## src/rtl/jt89_pkg.sv

```systemverilog
// Shared types, constants and byte encoders for the jt89 write sequencer.
// Entry layout: {ch[12:11], vol[10], data[9:0]}.
package jt89_pkg;

    typedef enum logic [2:0] {
        ST_IDLE,
        ST_WR_LAT,
        ST_WAIT_LAT,
        ST_WR_DAT,
        ST_WAIT_DAT,
        ST_MUTE
    } state_e;

    localparam int         ENTRY_W        = 13;
    localparam int         LATCH_BIT      = 7;
    localparam logic [7:0] MUTE_BYTE      = 8'h9F;
    localparam logic [7:0] MUTE_CH_STRIDE = 8'h20;

    function automatic logic is_tone(input logic [ENTRY_W-1:0] e);
        return !e[10] && (e[12:11] != 2'd3);
    endfunction

    // Noise control only has three meaningful bits; bit 3 must stay clear.
    function automatic logic [7:0] latch_byte(input logic [ENTRY_W-1:0] e);
        logic [7:0] b;
        b            = 8'h00;
        b[LATCH_BIT] = 1'b1;
        b[6:5]       = e[12:11];
        b[4]         = e[10];
        b[3:0]       = e[3:0];
        if (e[12:11] == 2'd3 && !e[10]) begin
            b[3] = 1'b0;
        end
        return b;
    endfunction

    function automatic logic [7:0] data_byte(input logic [ENTRY_W-1:0] e);
        return {2'b00, e[9:4]};
    endfunction

    function automatic logic [7:0] mute_byte(input logic [1:0] idx);
        return MUTE_BYTE + MUTE_CH_STRIDE * {6'b000000, idx};
    endfunction

endpackage

```

## src/rtl/jt89_wrseq_fifo.sv

```systemverilog
// Request FIFO for the jt89 write sequencer; flush empties it in one cycle.
module jt89_wrseq_fifo
    import jt89_pkg::*;
#(
    parameter int DEPTH = 4
) (
    input  logic               clk,
    input  logic               rst_n,
    input  logic               flush,
    input  logic               push,
    input  logic               pop,
    input  logic [ENTRY_W-1:0] wdata,
    output logic [ENTRY_W-1:0] rdata,
    output logic               full,
    output logic               empty
);
    localparam int AW = $clog2(DEPTH);

    logic [AW:0]        wr_q, wr_d;
    logic [AW:0]        rd_q, rd_d;
    logic [ENTRY_W-1:0] mem_q [DEPTH];
    logic               do_push;
    logic               do_pop;

    assign full    = (wr_q[AW] != rd_q[AW]) && (wr_q[AW-1:0] == rd_q[AW-1:0]);
    assign empty   = (wr_q == rd_q);
    assign do_push = push & ~full & ~flush;
    assign do_pop  = pop & ~empty & ~flush;
    assign rdata   = mem_q[rd_q[AW-1:0]];

    always_comb begin
        wr_d = wr_q;
        rd_d = rd_q;
        if (flush) begin
            wr_d = '0;
            rd_d = '0;
        end else begin
            if (do_push) wr_d = wr_q + (AW+1)'(1);
            if (do_pop)  rd_d = rd_q + (AW+1)'(1);
        end
    end

    always_ff @(posedge clk or negedge rst_n) begin
        if (!rst_n) begin
            wr_q <= '0;
            rd_q <= '0;
        end else begin
            wr_q <= wr_d;
            rd_q <= rd_d;
        end
    end

    always_ff @(posedge clk) begin
        if (do_push) mem_q[wr_q[AW-1:0]] <= wdata;
    end

endmodule

```

## src/rtl/jt89_wrseq.sv

```systemverilog
// Serializes queued tone/volume/noise requests into SN76489 latch/data writes
// for jt89, with a minimum wr_n-high spacing and a flush-and-silence mute.
module jt89_wrseq
    import jt89_pkg::*;
#(
    parameter int DEPTH = 4,
    parameter int GAP   = 2
) (
    input  logic       clk,
    input  logic       rst_n,
    input  logic       clk_en,
    input  logic       req_valid,
    output logic       req_ready,
    input  logic [1:0] req_ch,
    input  logic       req_vol,
    input  logic [9:0] req_data,
    input  logic       mute,
    output logic       busy,
    output logic       wr_n,
    output logic [7:0] din
);
    localparam int               CNT_W    = (GAP > 1) ? $clog2(GAP) : 1;
    localparam logic [CNT_W-1:0] CNT_LAST = CNT_W'(GAP - 1);

    state_e             state_q, state_d;
    logic [CNT_W-1:0]   cnt_q, cnt_d;
    logic [ENTRY_W-1:0] cur_q, cur_d;
    logic               mute_pend_q, mute_pend_d;
    logic [2:0]         mute_idx_q, mute_idx_d;
    logic               wr_n_q, wr_n_d;
    logic [7:0]         din_q, din_d;
    logic               dispatch;
    logic               fifo_push, fifo_pop, fifo_full, fifo_empty;
    logic [ENTRY_W-1:0] fifo_head;

    // valid/ready: a request transfers on any clk edge where both are high;
    // a same-cycle mute pulse discards it.
    assign req_ready = ~fifo_full & ~mute_pend_q;
    assign fifo_push = req_valid & req_ready & ~mute;
    assign busy      = ~fifo_empty | (state_q != ST_IDLE) | mute_pend_q;
    assign wr_n      = wr_n_q;
    assign din       = din_q;

    jt89_wrseq_fifo #(.DEPTH(DEPTH)) u_fifo (
        .clk   (clk),
        .rst_n (rst_n),
        .flush (mute),
        .push  (fifo_push),
        .pop   (fifo_pop),
        .wdata ({req_ch, req_vol, req_data}),
        .rdata (fifo_head),
        .full  (fifo_full),
        .empty (fifo_empty)
    );

    always_comb begin
        state_d     = state_q;
        cnt_d       = cnt_q;
        cur_d       = cur_q;
        mute_pend_d = mute_pend_q;
        mute_idx_d  = mute_idx_q;
        wr_n_d      = wr_n_q;
        din_d       = din_q;
        dispatch    = 1'b0;
        fifo_pop    = 1'b0;

        if (clk_en) begin
            case (state_q)
                ST_IDLE: dispatch = 1'b1;
                ST_WR_LAT: begin
                    wr_n_d  = 1'b1;
                    cnt_d   = '0;
                    state_d = ST_WAIT_LAT;
                end
                ST_WAIT_LAT: begin
                    if (cnt_q == CNT_LAST) begin
                        if (is_tone(cur_q)) begin
                            din_d   = data_byte(cur_q);
                            wr_n_d  = 1'b0;
                            state_d = ST_WR_DAT;
                        end else begin
                            dispatch = 1'b1;
                        end
                    end else begin
                        cnt_d = cnt_q + CNT_W'(1);
                    end
                end
                ST_WR_DAT, ST_MUTE: begin
                    wr_n_d  = 1'b1;
                    cnt_d   = '0;
                    state_d = ST_WAIT_DAT;
                end
                ST_WAIT_DAT: begin
                    if (cnt_q == CNT_LAST) dispatch = 1'b1;
                    else                   cnt_d = cnt_q + CNT_W'(1);
                end
                default: state_d = ST_IDLE;
            endcase
        end

        // Gap end chains straight into the next write so back-to-back
        // requests keep the GAP+1 tick cadence.
        if (dispatch) begin
            state_d = ST_IDLE;
            if (mute_pend_q && !mute_idx_q[2]) begin
                din_d      = mute_byte(mute_idx_q[1:0]);
                wr_n_d     = 1'b0;
                mute_idx_d = mute_idx_q + 3'd1;
                state_d    = ST_MUTE;
            end else if (mute_pend_q) begin
                mute_pend_d = 1'b0;
            end else if (!fifo_empty) begin
                fifo_pop = 1'b1;
                cur_d    = fifo_head;
                din_d    = latch_byte(fifo_head);
                wr_n_d   = 1'b0;
                state_d  = ST_WR_LAT;
            end
        end

        if (mute) begin
            mute_pend_d = 1'b1;
            mute_idx_d  = '0;
        end
    end

    always_ff @(posedge clk or negedge rst_n) begin
        if (!rst_n) begin
            state_q     <= ST_IDLE;
            cnt_q       <= '0;
            cur_q       <= '0;
            mute_pend_q <= 1'b0;
            mute_idx_q  <= '0;
            wr_n_q      <= 1'b1;
            din_q       <= 8'h00;
        end else begin
            state_q     <= state_d;
            cnt_q       <= cnt_d;
            cur_q       <= cur_d;
            mute_pend_q <= mute_pend_d;
            mute_idx_q  <= mute_idx_d;
            wr_n_q      <= wr_n_d;
            din_q       <= din_d;
        end
    end

endmodule
```

## config.mk

```make
export PLATFORM = sky130hd
export DESIGN_NAME = jt89_wrseq
export DESIGN_NICKNAME = d
export VERILOG_FILES = /design/src/rtl/jt89_pkg.sv /design/src/rtl/jt89_wrseq_fifo.sv /design/src/rtl/jt89_wrseq.sv
export SDC_FILE = /design/constraint.sdc
export NUM_CORES = 1
export LEC_CHECK = 0
export ABC_AREA = 1
export CELL_PAD_IN_SITES_DETAIL_PLACEMENT = 0
export CELL_PAD_IN_SITES_GLOBAL_PLACEMENT = 1
export CORE_MARGIN = 2
export CORE_UTILIZATION = 40
export DETAILED_ROUTE_END_ITERATION = 6
export PLACE_DENSITY_LB_ADDON = 0.1
export RECOVER_POWER = 50
export SLEW_MARGIN = 20
export SYNTH_ARGS = -nofsm -noshare
export SYNTH_HDL_FRONTEND = slang
export SYNTH_SLANG_ARGS = --single-unit
```

## constraint.sdc

```tcl
create_clock -name clk -period 2.37 [get_ports clk]
set_input_delay 0.474 -clock clk [delete_from_list [all_inputs] [get_ports clk]]
set_output_delay 0.474 -clock clk [all_outputs]
set_load 0.05 [all_outputs]
```

### After elaboration in Yosys (flattened, before gate mapping)

Memory sizes are Yosys's and may differ from the RTL's.
Cells that the tools add are included.

| storage, ports and cells | value |
|---|---|
| output and inout bits | 11 |
| memories | 1 |
| bits of input ports | 18 |
| register bits | 36 |
| RAM bits | 52 |

Memories:

| name | depth | width | read ports | clocked after memory_dff | wr ports | RTL line | source |
|---|---|---|---|---|---|---|---|
| u_fifo.mem_q | 4 | 13 | 1 | 0 | 1 | jt89_wrseq_fifo.sv:21 | `logic [ENTRY_W-1:0] mem_q [DEPTH];` |

| operators by class | value |
|---|---|
| equality and inequality tests | 14 |
| reduce and logical (&&, ||, !) cells | 24 |
| mux-type cells | 48 |
| bitwise logic cells | 14 |
| add/subtract/negate cells | 5 |

Operator list:

| cell | number |
|---|---|
| $mux 8 | 8 |
| $mux 3 | 12 |
| $mux 1 | 24 |
| $pmux 3 s4 | 1 |
| $reduce_bool 2->1 | 6 |
| $add 3x1->3 const B | 3 |
| $add 8x7->8 const A | 1 |
| $reduce_and 4->1 | 2 |
| $and 1x1->1 | 7 |
| $eq 3x2->1 const B | 2 |
| $eq 3x3->1 const B | 2 |
| $ne 3x3->1 const B | 2 |
| $reduce_and 2->1 | 3 |
| $reduce_or 2->1 | 3 |
| $not 1->1 | 5 |
| $logic_and 1x1->1 | 4 |
| $ne 2x2->1 const B | 2 |
| $pmux 1 s2 | 2 |
| $eq 3x1->1 const B | 1 |
| $eq 3x3->1 | 1 |
| $logic_not 1->1 | 3 |
| $logic_not 3->1 | 1 |
| $pmux 1 s3 | 1 |
| $reduce_bool 3->1 | 1 |
| other kinds (7) | 8 |

### Longest topological paths before layout

Gate-level depths: netlist (run 1).

| logic depth | value |
|---|---|
| depth in word-level cells | 11 |
| mapped depth | 10 |
| depth with buffers taken out | 10 |

### Modules after synthesis

From an unflattened synthesis (run 1), not the netlist that was laid out.

| unflattened totals | value |
|---|---|
| cell total of the unflattened synthesis | 360 |
| area, all modules | 3722.3 um^2 |

By module, submodules not included:

| module | times used | area each (um^2) | cells an instance |
|---|---|---|---|
| jt89_wrseq_fifo | 1 | 2386.0 | 188 |
| jt89_wrseq | 1 | 1336.3 | 172 |

### Worst setup path before layout (run 1)

No wires, ideal clock.

| path | value |
|---|---|
| path kind | register -> register |
| start | register u_fifo.rd_q[0] |
| end | memory u_fifo.mem_q[0][0] (enable) |
| cell stages (with the launch flop) | 9 |
| setup slack | 0.030 ns |
| required time | 1.988 ns |
| path buffers | 1 |
| arrival time | 1.958 ns |
| path through | dfrtp_1 > buf_4 > nand2_1 > nand2_1 > nand4_1 > nand2_1 > inv_1 > nand3_1 > nor2_1 |

| on the way | value |
|---|---|
| word-level cells in the longest chain between the ends | 10 |

RTL lines:

| what | RTL line | source |
|---|---|---|
| from (decl) | jt89_wrseq_fifo.sv:20 | `logic [AW:0] rd_q, rd_d;` |
| from (signal assigned) | jt89_wrseq_fifo.sv:49 | `rd_q <= rd_d;` |
| $eq 2x2->1 | jt89_wrseq_fifo.sv:25 | `assign full = (wr_q[AW] != rd_q[AW]) && (wr_q[AW-1:0] == rd_q[AW-1:0]);` |
| $logic_and 1x1->1 | jt89_wrseq_fifo.sv:25 |  |
| $not 1->1 | jt89_wrseq.sv:38 | `assign req_ready = ~fifo_full & ~mute_pend_q;` |
| $and 1x1->1 | jt89_wrseq.sv:38 |  |
| named net req_ready | jt89_wrseq.sv:13 | `output logic req_ready,` |
| $and 1x1->1 (2 in series) | jt89_wrseq.sv:39 | `assign fifo_push = req_valid & req_ready & ~mute;` |
| $and 1x1->1 (2 in series) | jt89_wrseq_fifo.sv:27 | `assign do_push = push & ~full & ~flush;` |
| $mux 1 | jt89_wrseq_fifo.sv:54 | `if (do_push) mem_q[wr_q[AW-1:0]] <= wdata;` |
| $mux 1 (not written as such) | jt89_wrseq_fifo.sv:54 |  |
| to (decl) | jt89_wrseq_fifo.sv:21 |  |

The timed path passes the listed nets, and every way through them passes these cells.

### Final worst setup path (run 1)

| path | value |
|---|---|
| start | register wr_n_q, in the netlist wr_n |
| end | output port wr_n |

RTL lines:

| what | RTL line | source |
|---|---|---|
| from (decl) | jt89_wrseq.sv:30 | `logic wr_n_q, wr_n_d;` |
| from (signal assigned) | jt89_wrseq.sv:142 | `wr_n_q <= wr_n_d;` |
| to (decl) | jt89_wrseq.sv:19 | `output logic wr_n,` |

No word-level cell between the ends.

==> results of run 1 <==
-- stage by stage --
| step | cell area, um^2 | total power, mW | instances |
|---|---|---|---|
| floorplan | 3650 | 2.12 | 357 |
| global placement | 4100 | 2.30 | 492 |
| detailed placement | 4100 | 2.31 | 492 |
| CTS | 4320 | 3.42 | 508 |
| global route | 4310 | 3.55 | 508 |
| finish | 4310 | 3.37 | 508 |
-- cells in the final DEF, fill, tap and decap left out, drive strengths merged, types with 2 or more instances in the layout --
master / instances
nand2: 88
dlygate4sd3: 15
clkdlybuf4s50: 11
buf: 11
o21ai: 30
inv: 40
nand3: 25
nand4: 3
nor2: 39
dfrtp: 31
ha: 6
clkbuf: 10
a21oi: 15
clkinv: 2
o211ai: 2
edfxtp: 52
o22ai: 7
bufinv: 2
a22oi: 3
-- where the power goes --
| group | switching [mW] | internal, mW |
|---|---|---|
| registers | 0.0758 | 1.64 |
| clock network | 0.516 | 0.599 |
| logic | 0.358 | 0.183 |
-- cells by family after synthesis --
family | count (synthesis) | synth area share, %
adders and majority gates | 6 | 2.05
AOI/OAI and AO/OA | 59 | 8.94
DFF | 84 | 64.7
xor gates and xnor gates | 1 | 0.240
and+or+nand+nor | 158 | 18.4
buffers and inverters | 49 | 5.65
-- flip-flops by register name, summed over array words and instances, names as in the netlist --
name / count
cnt_q: 1
cur_q: 9
din: 8
mute_idx_q: 3
mute_pend_q: 1
state_q: 3
u_fifo.mem_q: 52
u_fifo.rd_q: 3
u_fifo.wr_q: 3
wr_n: 1
-- cell type report --
class | instances | area, um^2
clock inverter | 7 | 97.6
clock buffer | 9 | 124
multi-input combinational | 224 | 1080
tap | 108 | 135
inverter | 38 | 143
sequential | 84 | 2360
timing repair buffer | 38 | 373
fill | 831 | 4490
-- how the worst max path moves through the flow --
stage,slack (ns),start,end
3_3_place_gp,0.34,clk_en,din[3]
5_1_grt,0.13,u_fifo.rd_q[1],busy
3_5_place_dp,0.30,clk_en,din[3]
4_1_cts,0.20,wr_n,wr_n
2_1_floorplan,0.03,u_fifo.rd_q[0],u_fifo.mem_q[0][0]
6_report,0.23,wr_n,wr_n
-- worst register-to-register path: stages (launching register included) --
cell and delay [ns]:
sky130_fd_sc_hd__dfrtp_1 0.44, sky130_fd_sc_hd__inv_1 0.13, sky130_fd_sc_hd__nand2_1 0.07, sky130_fd_sc_hd__nand2_1 0.07, sky130_fd_sc_hd__nand4_1 0.11, sky130_fd_sc_hd__nand2_1 0.06
sky130_fd_sc_hd__inv_1 0.11, sky130_fd_sc_hd__nand3_1 0.18, sky130_fd_sc_hd__nor2_1 0.16, sky130_fd_sc_hd__buf_4 0.26
-- cell usage after synthesis (2+ instances only) --
cell type	instances	share of area, %
sky130_fd_sc_hd__clkbuf_1	7	0.72
sky130_fd_sc_hd__edfxtp_1	52	43
sky130_fd_sc_hd__a21oi_1	14	1.9
sky130_fd_sc_hd__a22oi_1	3	0.62
sky130_fd_sc_hd__buf_6	2	0.62
sky130_fd_sc_hd__dfrtp_1	31	21
sky130_fd_sc_hd__ha_1	6	2.1
sky130_fd_sc_hd__inv_1	35	3.6
sky130_fd_sc_hd__o21ai_0	27	3.7
sky130_fd_sc_hd__nand2_2	2	0.34
sky130_fd_sc_hd__o22ai_1	7	1.2
sky130_fd_sc_hd__nand4_1	3	0.51
sky130_fd_sc_hd__nand3_1	24	3.3
sky130_fd_sc_hd__o211ai_1	2	0.41
sky130_fd_sc_hd__nand2_1	85	8.7
sky130_fd_sc_hd__o21ai_1	3	0.41
sky130_fd_sc_hd__inv_2	3	0.31
sky130_fd_sc_hd__nor2_1	37	3.8
sky130_fd_sc_hd__buf_4	2	0.41
-- routing by layer --
layer / vias to the layer above / GRT usage (%) / part of all wire (%)
li1: 1273 / - / -
met1: 1164 / 22.1 / 51
met2: 34 / 24.6 / 44
met3: 10 / 3.37 / 2.9
met4: 0 / 6.43 / 1.7
met5: - / 0 / 0
==> impl_metrics.prom, run 1 <==
# TYPE chip_impl_metric gauge
chip_impl_info{name="ctsRootBufferMaster",value="sky130_fd_sc_hd__clkbuf_8"} 1
chip_impl_metric{name="yosysUniqueCellTypes",unit=""} 31
chip_impl_metric{name="synthesized_netlist_net_count",unit=""} 381
chip_impl_metric{name="headroom_to_the_max_slew_limit",unit="%"} 45.7
chip_impl_metric{name="route.detailed.wl_per_inst",unit="um"} 14.3
chip_impl_metric{name="post_cts_resize_count",unit=""} 0
chip_impl_metric{name="clock-skew-final",unit="ns"} 0.00541
chip_impl_metric{name="timing.final.ws_setup",unit="ns"} 0.229
chip_impl_metric{name="holdPathStages",unit=""} 2
chip_impl_metric{name="boundaryPins",unit=""} 29
chip_impl_metric{name="finalSetupViolations",unit=""} 0
chip_impl_metric{name="timing.reg2reg.setup_slack",unit="ns"} 0.49
chip_impl_metric{name="max_buffers_root_to_sink",unit=""} 2
chip_impl_info{name="critPathSlowestCell",value="sky130_fd_sc_hd__clkdlybuf4s50_1"} 1
chip_impl_metric{name="effective_utilization_at_floorplan",unit="%"} 41.5
chip_impl_metric{name="hold_viol_final",unit=""} 0
chip_impl_metric{name="port_buffers",unit=""} 28
chip_impl_info{name="r2r-start",value="u_fifo.wr_q[0]"} 1
chip_impl_metric{name="design.final.nets",unit=""} 419
chip_impl_metric{name="tightestPinTransition",unit="ns"} 0.814
chip_impl_metric{name="fp-row-count",unit=""} 34
chip_impl_metric{name="floorplan.die.width",unit="um"} 99.6
chip_impl_metric{name="syn_area_per_cell",unit="um^2"} 10.2
chip_impl_metric{name="area_growth_syn_to_layout",unit="%"} 18.0
chip_impl_metric{name="post_synth_inst_count",unit=""} 357
chip_impl_metric{name="cpPeakStageDelay",unit="ns"} 0.79
chip_impl_metric{name="syn_area",unit="um^2"} 3650
chip_impl_metric{name="critical_path_depth",unit=""} 1
chip_impl_metric{name="yosys_register_bits",unit=""} 84
chip_impl_info{name="min_delay_worst_endpoint",value="wr_n"} 1
chip_impl_metric{name="remaining_drc_errors",unit=""} 0
chip_impl_metric{name="antennaDiodeCount",unit=""} 0
chip_impl_metric{name="htree_depth",unit=""} 3
chip_impl_info{name="tritoncts_clock_tree",value="done"} 1
chip_impl_info{name="type_of_element_launching_the_critical_path",value="register"} 1
chip_impl_metric{name="p_per_area",unit="nW/um^2"} 781
chip_impl_info{name="worst_path_cell_trace",value="clkdlybuf4s50_1"} 1
chip_impl_info{name="synth_ff_type",value="sky130_fd_sc_hd__edfxtp_1"} 1
chip_impl_metric{name="ratio_of_final_minimum_period_to_clock_period",unit="%"} 90.4
chip_impl_metric{name="clock_tree_sinks",unit=""} 84
chip_impl_metric{name="globalRoute.totalOverflow",unit=""} 0
chip_impl_metric{name="cellLeakagePower",unit="nW"} 1.84
chip_impl_metric{name="wirelength",unit="mm"} 7.27
chip_impl_metric{name="clkSlewWorstSetupHoldPaths",unit="ns"} 0.09
chip_impl_metric{name="vias_in_the_first_global_route",unit=""} 2440
chip_impl_metric{name="worst_hold_margin",unit="ns"} 0.467
chip_impl_metric{name="fin_crit",unit="ns"} 2.14
chip_impl_metric{name="grt_usage",unit="%"} 15.9
chip_impl_info{name="setup_repair_after_global_routing_missed_its_margin",value="no"} 1
chip_impl_metric{name="detailedPlacementHpwl",unit="mm"} 4.90
chip_impl_metric{name="max_freq",unit="MHz"} 467
chip_impl_metric{name="postSynth.asyncResetShare",unit="%"} 38.1
chip_impl_metric{name="postLayoutCoreUtil",unit="%"} 49.0
chip_impl_metric{name="floorplan.die.height",unit="um"} 99.6
chip_impl_metric{name="final_max_slew_viol_count",unit=""} 0
chip_impl_info{name="r2r-end",value="u_fifo.mem_q[0][1]"} 1
chip_impl_metric{name="drt-pass1-iter-count",unit=""} 7
chip_impl_metric{name="postCtsSetupRepairBufs",unit=""} 0
chip_impl_metric{name="route.detailed.vias_per_inst",unit=""} 4.88
chip_impl_metric{name="final_layout_size_suffix_gt1_share",unit="%"} 9.25
chip_impl_metric{name="fin_setup_tns",unit="ns"} 0
chip_impl_info{name="worstSetupEndpointType",value="primary output"} 1
chip_impl_info{name="critical_path_class",value="reg -> out"} 1
chip_impl_info{name="run_status",value="finished, final reports clean"} 1
chip_impl_metric{name="antenna_found_initial",unit=""} 0
chip_impl_metric{name="synth-seq-area-share",unit="%"} 64.7
chip_impl_metric{name="hold_buffers",unit=""} 0
chip_impl_metric{name="grt_first_pass_wirelength",unit="mm"} 12.1
chip_impl_metric{name="number_of_synthesized_flops_with_an_enable_pin",unit=""} 52
chip_impl_metric{name="cp.buffers_inverters",unit=""} 1
chip_impl_metric{name="grt_max_degree",unit=""} 33
chip_impl_metric{name="critical_path_peak_fanout",unit=""} 2
chip_impl_info{name="min_from",value="wr_n"} 1
chip_impl_info{name="worstHoldPathType",value="reg -> reg"} 1
chip_impl_metric{name="first_iter_violations",unit=""} 134
chip_impl_metric{name="place_worst_setup_slack",unit="ns"} 0.300
chip_impl_metric{name="cp.arrival",unit="ns"} 1.67
chip_impl_metric{name="die_area",unit="um^2"} 9910
chip_impl_metric{name="dr_total_vias",unit=""} 2481
chip_impl_metric{name="ir_drop",unit="mV"} 0.313
chip_impl_metric{name="required",unit="ns"} 1.90
chip_impl_metric{name="synth.yosys.warnings",unit=""} 0
chip_impl_metric{name="clk_latency",unit="ns"} 0.35
chip_impl_info{name="critPathTopFamily",value="buffers and inverters"} 1
chip_impl_metric{name="postRouteAntennaNets",unit=""} 0
chip_impl_metric{name="coreArea",unit="um^2"} 8810
chip_impl_metric{name="worstRegToRegCells",unit=""} 9
chip_impl_metric{name="drv.max_cap_violation_count",unit=""} 0
chip_impl_metric{name="tritoncts_buffers",unit=""} 9
chip_impl_metric{name="routabilityCongestion",unit=""} 0.817
(Power assumes the default switching activity.)
==> inputs of run 2 (changes only) <==
CORE_ASPECT_RATIO = 1.75   (was not set)
==> run 2 against run 1 <==
Combinational power increased by 2%. Final area increased by 2.0%. Non-clock buffer count unchanged. Hold slack got worse by 0.0054 ns. Setup slack improved by 0.0018 ns. First-iteration DRC count increased by 14%. Global-route usage increased by 0.87 points. Sequential power about the same. Register-to-register slack got worse by 0.05 ns. Cell count increased by 2.4%. Via count increased by 0.12%. Fmax about the same. Critical endpoint is now busy. Largest cell class unchanged.
==> impl_metrics.prom, run 2 (synthesized netlist as in run 1, its figures left out) <==
# TYPE chip_impl_metric gauge
chip_impl_metric{name="routabilityCongestion",unit=""} 0.784
chip_impl_metric{name="max_buffers_root_to_sink",unit=""} 2
chip_impl_info{name="min_from",value="wr_n"} 1
chip_impl_metric{name="required",unit="ns"} 1.90
chip_impl_metric{name="fp-row-count",unit=""} 46
chip_impl_info{name="critical_path_class",value="reg -> out"} 1
chip_impl_metric{name="floorplan.die.height",unit="um"} 130
chip_impl_metric{name="first_iter_violations",unit=""} 153
chip_impl_info{name="worst_path_most_repeated_cell",value="sky130_fd_sc_hd__nand2_1"} 1
chip_impl_metric{name="post_cts_resize_count",unit=""} 0
chip_impl_metric{name="multiInputGateArea",unit="um^2"} 1080
chip_impl_metric{name="clock_tree_sinks",unit=""} 84
chip_impl_metric{name="boundaryPins",unit=""} 29
chip_impl_metric{name="hold_buffers",unit=""} 0
chip_impl_metric{name="worstRegToRegCells",unit=""} 9
chip_impl_metric{name="cellLeakagePower",unit="nW"} 1.87
chip_impl_info{name="tritoncts_clock_tree",value="done"} 1
chip_impl_metric{name="critical_path_peak_fanout",unit=""} 14
chip_impl_metric{name="cp.arrival",unit="ns"} 1.67
chip_impl_metric{name="timing.reg2reg.setup_slack",unit="ns"} 0.44
chip_impl_metric{name="max_freq",unit="MHz"} 467
chip_impl_metric{name="floorplan.die.width",unit="um"} 76.2
chip_impl_metric{name="design.final.nets",unit=""} 419
chip_impl_metric{name="tightestPinTransition",unit="ns"} 0.805
chip_impl_metric{name="area_growth_syn_to_layout",unit="%"} 20.4
chip_impl_metric{name="fin_setup_tns",unit="ns"} 0
chip_impl_metric{name="dr_total_vias",unit=""} 2484
chip_impl_metric{name="finalNonFillerCells",unit=""} 520
chip_impl_info{name="r2r-start",value="u_fifo.rd_q[1]"} 1
chip_impl_metric{name="p_per_area",unit="nW/um^2"} 822
chip_impl_metric{name="route.detailed.vias_per_inst",unit=""} 4.78
chip_impl_info{name="worstHoldPathType",value="reg -> reg"} 1
chip_impl_metric{name="fin_crit",unit="ns"} 2.14
chip_impl_metric{name="route.detailed.wl_per_inst",unit="um"} 14.6
chip_impl_metric{name="htree_depth",unit=""} 3
chip_impl_metric{name="num-fill-cells",unit=""} 866
chip_impl_metric{name="ir_drop",unit="mV"} 0.656
chip_impl_metric{name="cpPeakStageDelay",unit="ns"} 0.45
chip_impl_metric{name="wirelength",unit="mm"} 7.58
chip_impl_metric{name="grt_first_pass_wirelength",unit="mm"} 12.6
chip_impl_metric{name="antennaDiodeCount",unit=""} 0
chip_impl_metric{name="drt-pass1-iter-count",unit=""} 4
chip_impl_metric{name="headroom_to_the_max_slew_limit",unit="%"} 46.3
chip_impl_metric{name="die_area",unit="um^2"} 9940
chip_impl_metric{name="effective_utilization_at_floorplan",unit="%"} 40.7
chip_impl_metric{name="vias_in_the_first_global_route",unit=""} 2478
chip_impl_info{name="mostFrequentLayoutCell",value="sky130_fd_sc_hd__nand2_1"} 1
chip_impl_metric{name="ratio_of_final_minimum_period_to_clock_period",unit="%"} 90.3
chip_impl_metric{name="grt_max_degree",unit=""} 33
chip_impl_metric{name="clock-skew-final",unit="ns"} 0.00553
chip_impl_metric{name="final_layout_size_suffix_gt1_share",unit="%"} 9.25
chip_impl_metric{name="antenna_found_initial",unit=""} 0
chip_impl_metric{name="postCtsSetupRepairBufs",unit=""} 0
chip_impl_metric{name="grt_usage",unit="%"} 16.8
chip_impl_info{name="mostFrequentLayoutCells",value="sky130_fd_sc_hd__nand2_1 (86), sky130_fd_sc_hd__edfxtp_1 (52), sky130_fd_sc_hd__nor2_1 (37)"} 1
chip_impl_metric{name="area.sequential",unit="um^2"} 2360
chip_impl_metric{name="clk_latency",unit="ns"} 0.33
chip_impl_info{name="min_delay_worst_endpoint",value="wr_n"} 1
chip_impl_info{name="critPathSlowestCell",value="sky130_fd_sc_hd__dfrtp_1"} 1
chip_impl_metric{name="remaining_drc_errors",unit=""} 0
chip_impl_metric{name="hold_viol_final",unit=""} 0
chip_impl_info{name="ctsRootBufferMaster",value="sky130_fd_sc_hd__clkbuf_16"} 1
chip_impl_metric{name="holdPathStages",unit=""} 2
chip_impl_metric{name="place_inst",unit=""} 504
chip_impl_metric{name="detailedPlacementHpwl",unit="mm"} 5.39
chip_impl_info{name="worstSetupEndpointType",value="primary output"} 1
chip_impl_metric{name="clkSlewWorstSetupHoldPaths",unit="ns"} 0.06
chip_impl_info{name="r2r-end",value="u_fifo.mem_q[1][9]"} 1
chip_impl_info{name="setup_repair_after_global_routing_missed_its_margin",value="no"} 1
chip_impl_metric{name="postRouteAntennaNets",unit=""} 0
chip_impl_info{name="worst_path_cell_trace",value="inv_2 -> nand2_1 -> nand2_1 -> nand3_1 -> nor2_1 -> nand2_1 -> buf_12"} 1
chip_impl_metric{name="final_max_slew_viol_count",unit=""} 0
chip_impl_metric{name="finalSetupViolations",unit=""} 0
chip_impl_info{name="run_status",value="finished, final reports clean"} 1
chip_impl_metric{name="drv.max_cap_violation_count",unit=""} 0
chip_impl_metric{name="coreArea",unit="um^2"} 8980
chip_impl_metric{name="globalRoute.totalOverflow",unit=""} 0
chip_impl_metric{name="tritoncts_buffers",unit=""} 9
chip_impl_metric{name="port_buffers",unit=""} 28
chip_impl_metric{name="flip_flop_count_of_the_largest_register_after_layout",unit=""} 52
chip_impl_info{name="type_of_element_launching_the_critical_path",value="register"} 1
run 2: worst max path at each step:
stage                              end  depth (start not counted)           start
finish                            busy                          7  u_fifo.rd_q[1]
global route                      busy                          7  u_fifo.rd_q[1]
CTS                               busy                          7  u_fifo.rd_q[1]
detailed placement              din[3]                          9          clk_en
global placement                din[3]                          9          clk_en
floorplan           u_fifo.mem_q[0][0]                          8  u_fifo.rd_q[0]
run 2: critical path: cells and delay by family (launching register included):
family | cells | cell delay, ns
flops | 1 | 0.45
buf+inv | 2 | 0.40
simple gates | 5 | 0.49
run 2: metal layers:
layer	wire length [um]	global-route usage, %
met5	0	0
met4	138	7.70
met3	173	2.68
met2	4210	31.5
met1	3050	18.7
run 2: cell type report:
| class | instances | share of cell area (%) |
|---|---|---|
| Clock buffer | 10 | 5.20 |
| Clock inverter | 6 | 1.48 |
| Inverter | 38 | 3.24 |
| Multi-Input combinational cell | 224 | 24.5 |
| Sequential cell | 84 | 53.7 |
| Tap cell | 120 | 3.41 |
| Timing Repair Buffer | 38 | 8.47 |
run 2: through the flow:
| step | setup WS [ns] | utilization (%) | total power [mW] | hold slack (ns) | area, um^2 |
|---|---|---|---|---|---|
| after floorplan | 0.0297 | - | 2.12 | 0.178 | 3650 |
| after global placement | 0.422 | 45.8 | 2.32 | 0.453 | 4120 |
| after detailed placement | 0.380 | 45.8 | 2.32 | 0.458 | 4120 |
| after CTS | 0.176 | 49.1 | 3.69 | 0.468 | 4410 |
| after global routing | 0.0707 | 49.0 | 3.80 | 0.473 | 4400 |
| final | 0.230 | 49.0 | 3.62 | 0.462 | 4400 |
run 2: power by group:
part | switching [mW] | internal [mW]
logic | 0.367 | 0.183
registers | 0.0782 | 1.64
clock network | 0.536 | 0.815
==> inputs of run 3 (changes only) <==
CORE_UTILIZATION = 45   (was 40)
==> run 3 against run 2 <==
Clock power up 21%. Fmax up 0.45%. Count of clock-buffer cells in the layout down 1. Highest routed layer unchanged. Critical endpoint is now wr_n. Largest cell class unchanged.
==> impl_metrics.prom, run 3 (synthesized netlist as in run 1, its figures left out) <==
# TYPE chip_impl_metric gauge
chip_impl_metric{name="max_freq",unit="MHz"} 469
chip_impl_metric{name="first_iter_violations",unit=""} 162
chip_impl_metric{name="tightestPinTransition",unit="ns"} 0.803
chip_impl_metric{name="place_inst",unit=""} 475
chip_impl_metric{name="cpPeakStageDelay",unit="ns"} 0.79
chip_impl_metric{name="cellLeakagePower",unit="nW"} 1.91
chip_impl_metric{name="coreArea",unit="um^2"} 7910
chip_impl_metric{name="grt_first_pass_wirelength",unit="mm"} 12.3
chip_impl_metric{name="dr_total_vias",unit=""} 2519
chip_impl_info{name="mostFrequentLayoutCells",value="sky130_fd_sc_hd__nand2_1 (86), sky130_fd_sc_hd__edfxtp_1 (52), sky130_fd_sc_hd__nor2_1 (37)"} 1
chip_impl_info{name="worstHoldPathType",value="reg -> reg"} 1
chip_impl_metric{name="finalSetupViolations",unit=""} 0
chip_impl_metric{name="htree_depth",unit=""} 3
chip_impl_info{name="run_status",value="finished, final reports clean"} 1
chip_impl_info{name="ctsRootBufferMaster",value="sky130_fd_sc_hd__clkbuf_16"} 1
chip_impl_info{name="r2r-end",value="u_fifo.mem_q[1][2]"} 1
chip_impl_metric{name="met3RoutedLength",unit="um"} 234
chip_impl_metric{name="dpl-instance-area",unit="um^2"} 4090
chip_impl_info{name="min_from",value="wr_n"} 1
chip_impl_metric{name="hold_buffers",unit=""} 0
chip_impl_metric{name="required",unit="ns"} 1.90
chip_impl_metric{name="wirelength",unit="mm"} 7.44
chip_impl_metric{name="effective_utilization_at_floorplan",unit="%"} 46.2
chip_impl_metric{name="drt-pass1-iter-count",unit=""} 7
chip_impl_info{name="mostFrequentLayoutCell",value="sky130_fd_sc_hd__nand2_1"} 1
chip_impl_metric{name="antenna_found_initial",unit=""} 0
chip_impl_metric{name="grt_max_degree",unit=""} 33
chip_impl_metric{name="fin_setup_tns",unit="ns"} 0
chip_impl_info{name="critical_path_class",value="reg -> out"} 1
chip_impl_metric{name="finalNonFillerCells",unit=""} 491
chip_impl_info{name="highest_layer",value="met4"} 1
chip_impl_metric{name="clk_latency",unit="ns"} 0.34
chip_impl_info{name="setup_repair_after_global_routing_missed_its_margin",value="no"} 1
chip_impl_metric{name="postCtsSetupRepairBufs",unit=""} 0
chip_impl_metric{name="floorplan.die.width",unit="um"} 72.1
chip_impl_info{name="tritoncts_clock_tree",value="done"} 1
chip_impl_metric{name="fp-row-count",unit=""} 43
chip_impl_metric{name="area_growth_syn_to_layout",unit="%"} 21.4
chip_impl_metric{name="worstRegToRegCells",unit=""} 9
chip_impl_metric{name="die_area",unit="um^2"} 8880
chip_impl_metric{name="critical_path_peak_fanout",unit=""} 2
chip_impl_info{name="worst_path_cell_trace",value="clkdlybuf4s50_1"} 1
chip_impl_metric{name="vias_in_the_first_global_route",unit=""} 2530
chip_impl_metric{name="design.final.nets",unit=""} 420
chip_impl_metric{name="post_cts_resize_count",unit=""} 0
chip_impl_metric{name="cp.arrival",unit="ns"} 1.66
chip_impl_metric{name="wl_met1",unit="mm"} 2.95
chip_impl_metric{name="p_per_area",unit="nW/um^2"} 882
chip_impl_metric{name="cp.buffers_inverters",unit=""} 1
chip_impl_metric{name="postRouteAntennaNets",unit=""} 0
chip_impl_metric{name="clock-skew-final",unit="ns"} 0.00891
chip_impl_info{name="critPathSlowestCell",value="sky130_fd_sc_hd__clkdlybuf4s50_1"} 1
chip_impl_metric{name="boundaryPins",unit=""} 29
chip_impl_metric{name="routabilityCongestion",unit=""} 0.860
chip_impl_metric{name="met2_length",unit="mm"} 4.05
chip_impl_metric{name="floorplan.die.height",unit="um"} 123
chip_impl_metric{name="layout.cell_area.non_filler",unit="um^2"} 4440
chip_impl_metric{name="holdPathStages",unit=""} 2
chip_impl_metric{name="final_layout_size_suffix_gt1_share",unit="%"} 9.98
chip_impl_metric{name="globalRoute.totalOverflow",unit=""} 0
chip_impl_info{name="worstSetupEndpointType",value="primary output"} 1
chip_impl_metric{name="drv.max_cap_violation_count",unit=""} 0
chip_impl_metric{name="grt_usage",unit="%"} 18.9
chip_impl_metric{name="route.detailed.wl_per_inst",unit="um"} 15.2
chip_impl_metric{name="headroom_to_the_max_slew_limit",unit="%"} 46.5
chip_impl_metric{name="hold_viol_final",unit=""} 0
chip_impl_metric{name="ir_drop",unit="mV"} 0.660
chip_impl_info{name="min_delay_worst_endpoint",value="wr_n"} 1
chip_impl_metric{name="max_buffers_root_to_sink",unit=""} 2
chip_impl_metric{name="ratio_of_final_minimum_period_to_clock_period",unit="%"} 89.9
chip_impl_metric{name="tritoncts_buffers",unit=""} 9
chip_impl_metric{name="clkSlewWorstSetupHoldPaths",unit="ns"} 0.06
chip_impl_info{name="critPathTopFamily",value="buffers and inverters"} 1
chip_impl_metric{name="antennaDiodeCount",unit=""} 0
chip_impl_info{name="r2r-start",value="u_fifo.wr_q[0]"} 1
chip_impl_metric{name="flip_flop_count_of_the_largest_register_after_layout",unit=""} 52
chip_impl_metric{name="fin_crit",unit="ns"} 2.13
chip_impl_metric{name="remaining_drc_errors",unit=""} 0
chip_impl_metric{name="route.detailed.vias_per_inst",unit=""} 5.13
chip_impl_metric{name="detailedPlacementHpwl",unit="mm"} 5.36
chip_impl_metric{name="final_max_slew_viol_count",unit=""} 0
chip_impl_metric{name="port_buffers",unit=""} 28
chip_impl_metric{name="clock_tree_sinks",unit=""} 84
chip_impl_metric{name="timing.reg2reg.setup_slack",unit="ns"} 0.53
chip_impl_metric{name="postLayoutCoreUtil",unit="%"} 56.1
chip_impl_info{name="type_of_element_launching_the_critical_path",value="register"} 1
run 3: worst max-delay path by stage:
stage	startpoint	endpoint	slack [ns]	depth (start not counted)
4_1_cts	wr_n	wr_n	0.22	1
5_1_grt	u_fifo.rd_q[1]	busy	0.15	7
2_1_floorplan	u_fifo.rd_q[0]	u_fifo.mem_q[0][0]	0.03	8
3_5_place_dp	clk_en	din[4]	0.39	9
6_report	wr_n	wr_n	0.24	1
3_3_place_gp	clk_en	din[3]	0.42	9
run 3: report_power, final:
part,internal (mW),switching (mW)
clock,1.05,0.581
combinational,0.185,0.375
sequential,1.64,0.0850
total,2.87,1.04
run 3: metal layers:
metal	global-route usage, %	vias to the layer above
met5	0	-
met4	10.0	0
met3	4.65	14
met2	32.4	47
met1	21.5	1180
li1	-	1278
run 3: final cells by class:
type                    instances  area [um^2]
clock buffers                   9          225
fillers                       695         3470
inverters                      38          143
repair buffers                 39          380
multi-input cells             224         1080
clock inverters                 7          130
flip-flops and latches         84         2360
well taps                      90          113
run 3: through the flow:
stage | hold WS [ns] | total power [mW] | worst slack, ns
floorplan | 0.178 | 2.12 | 0.0297
global placement | 0.452 | 2.32 | 0.423
detailed placement | 0.456 | 2.33 | 0.392
CTS | 0.466 | 3.96 | 0.224
global route | 0.491 | 4.10 | 0.155
finish | 0.459 | 3.91 | 0.240
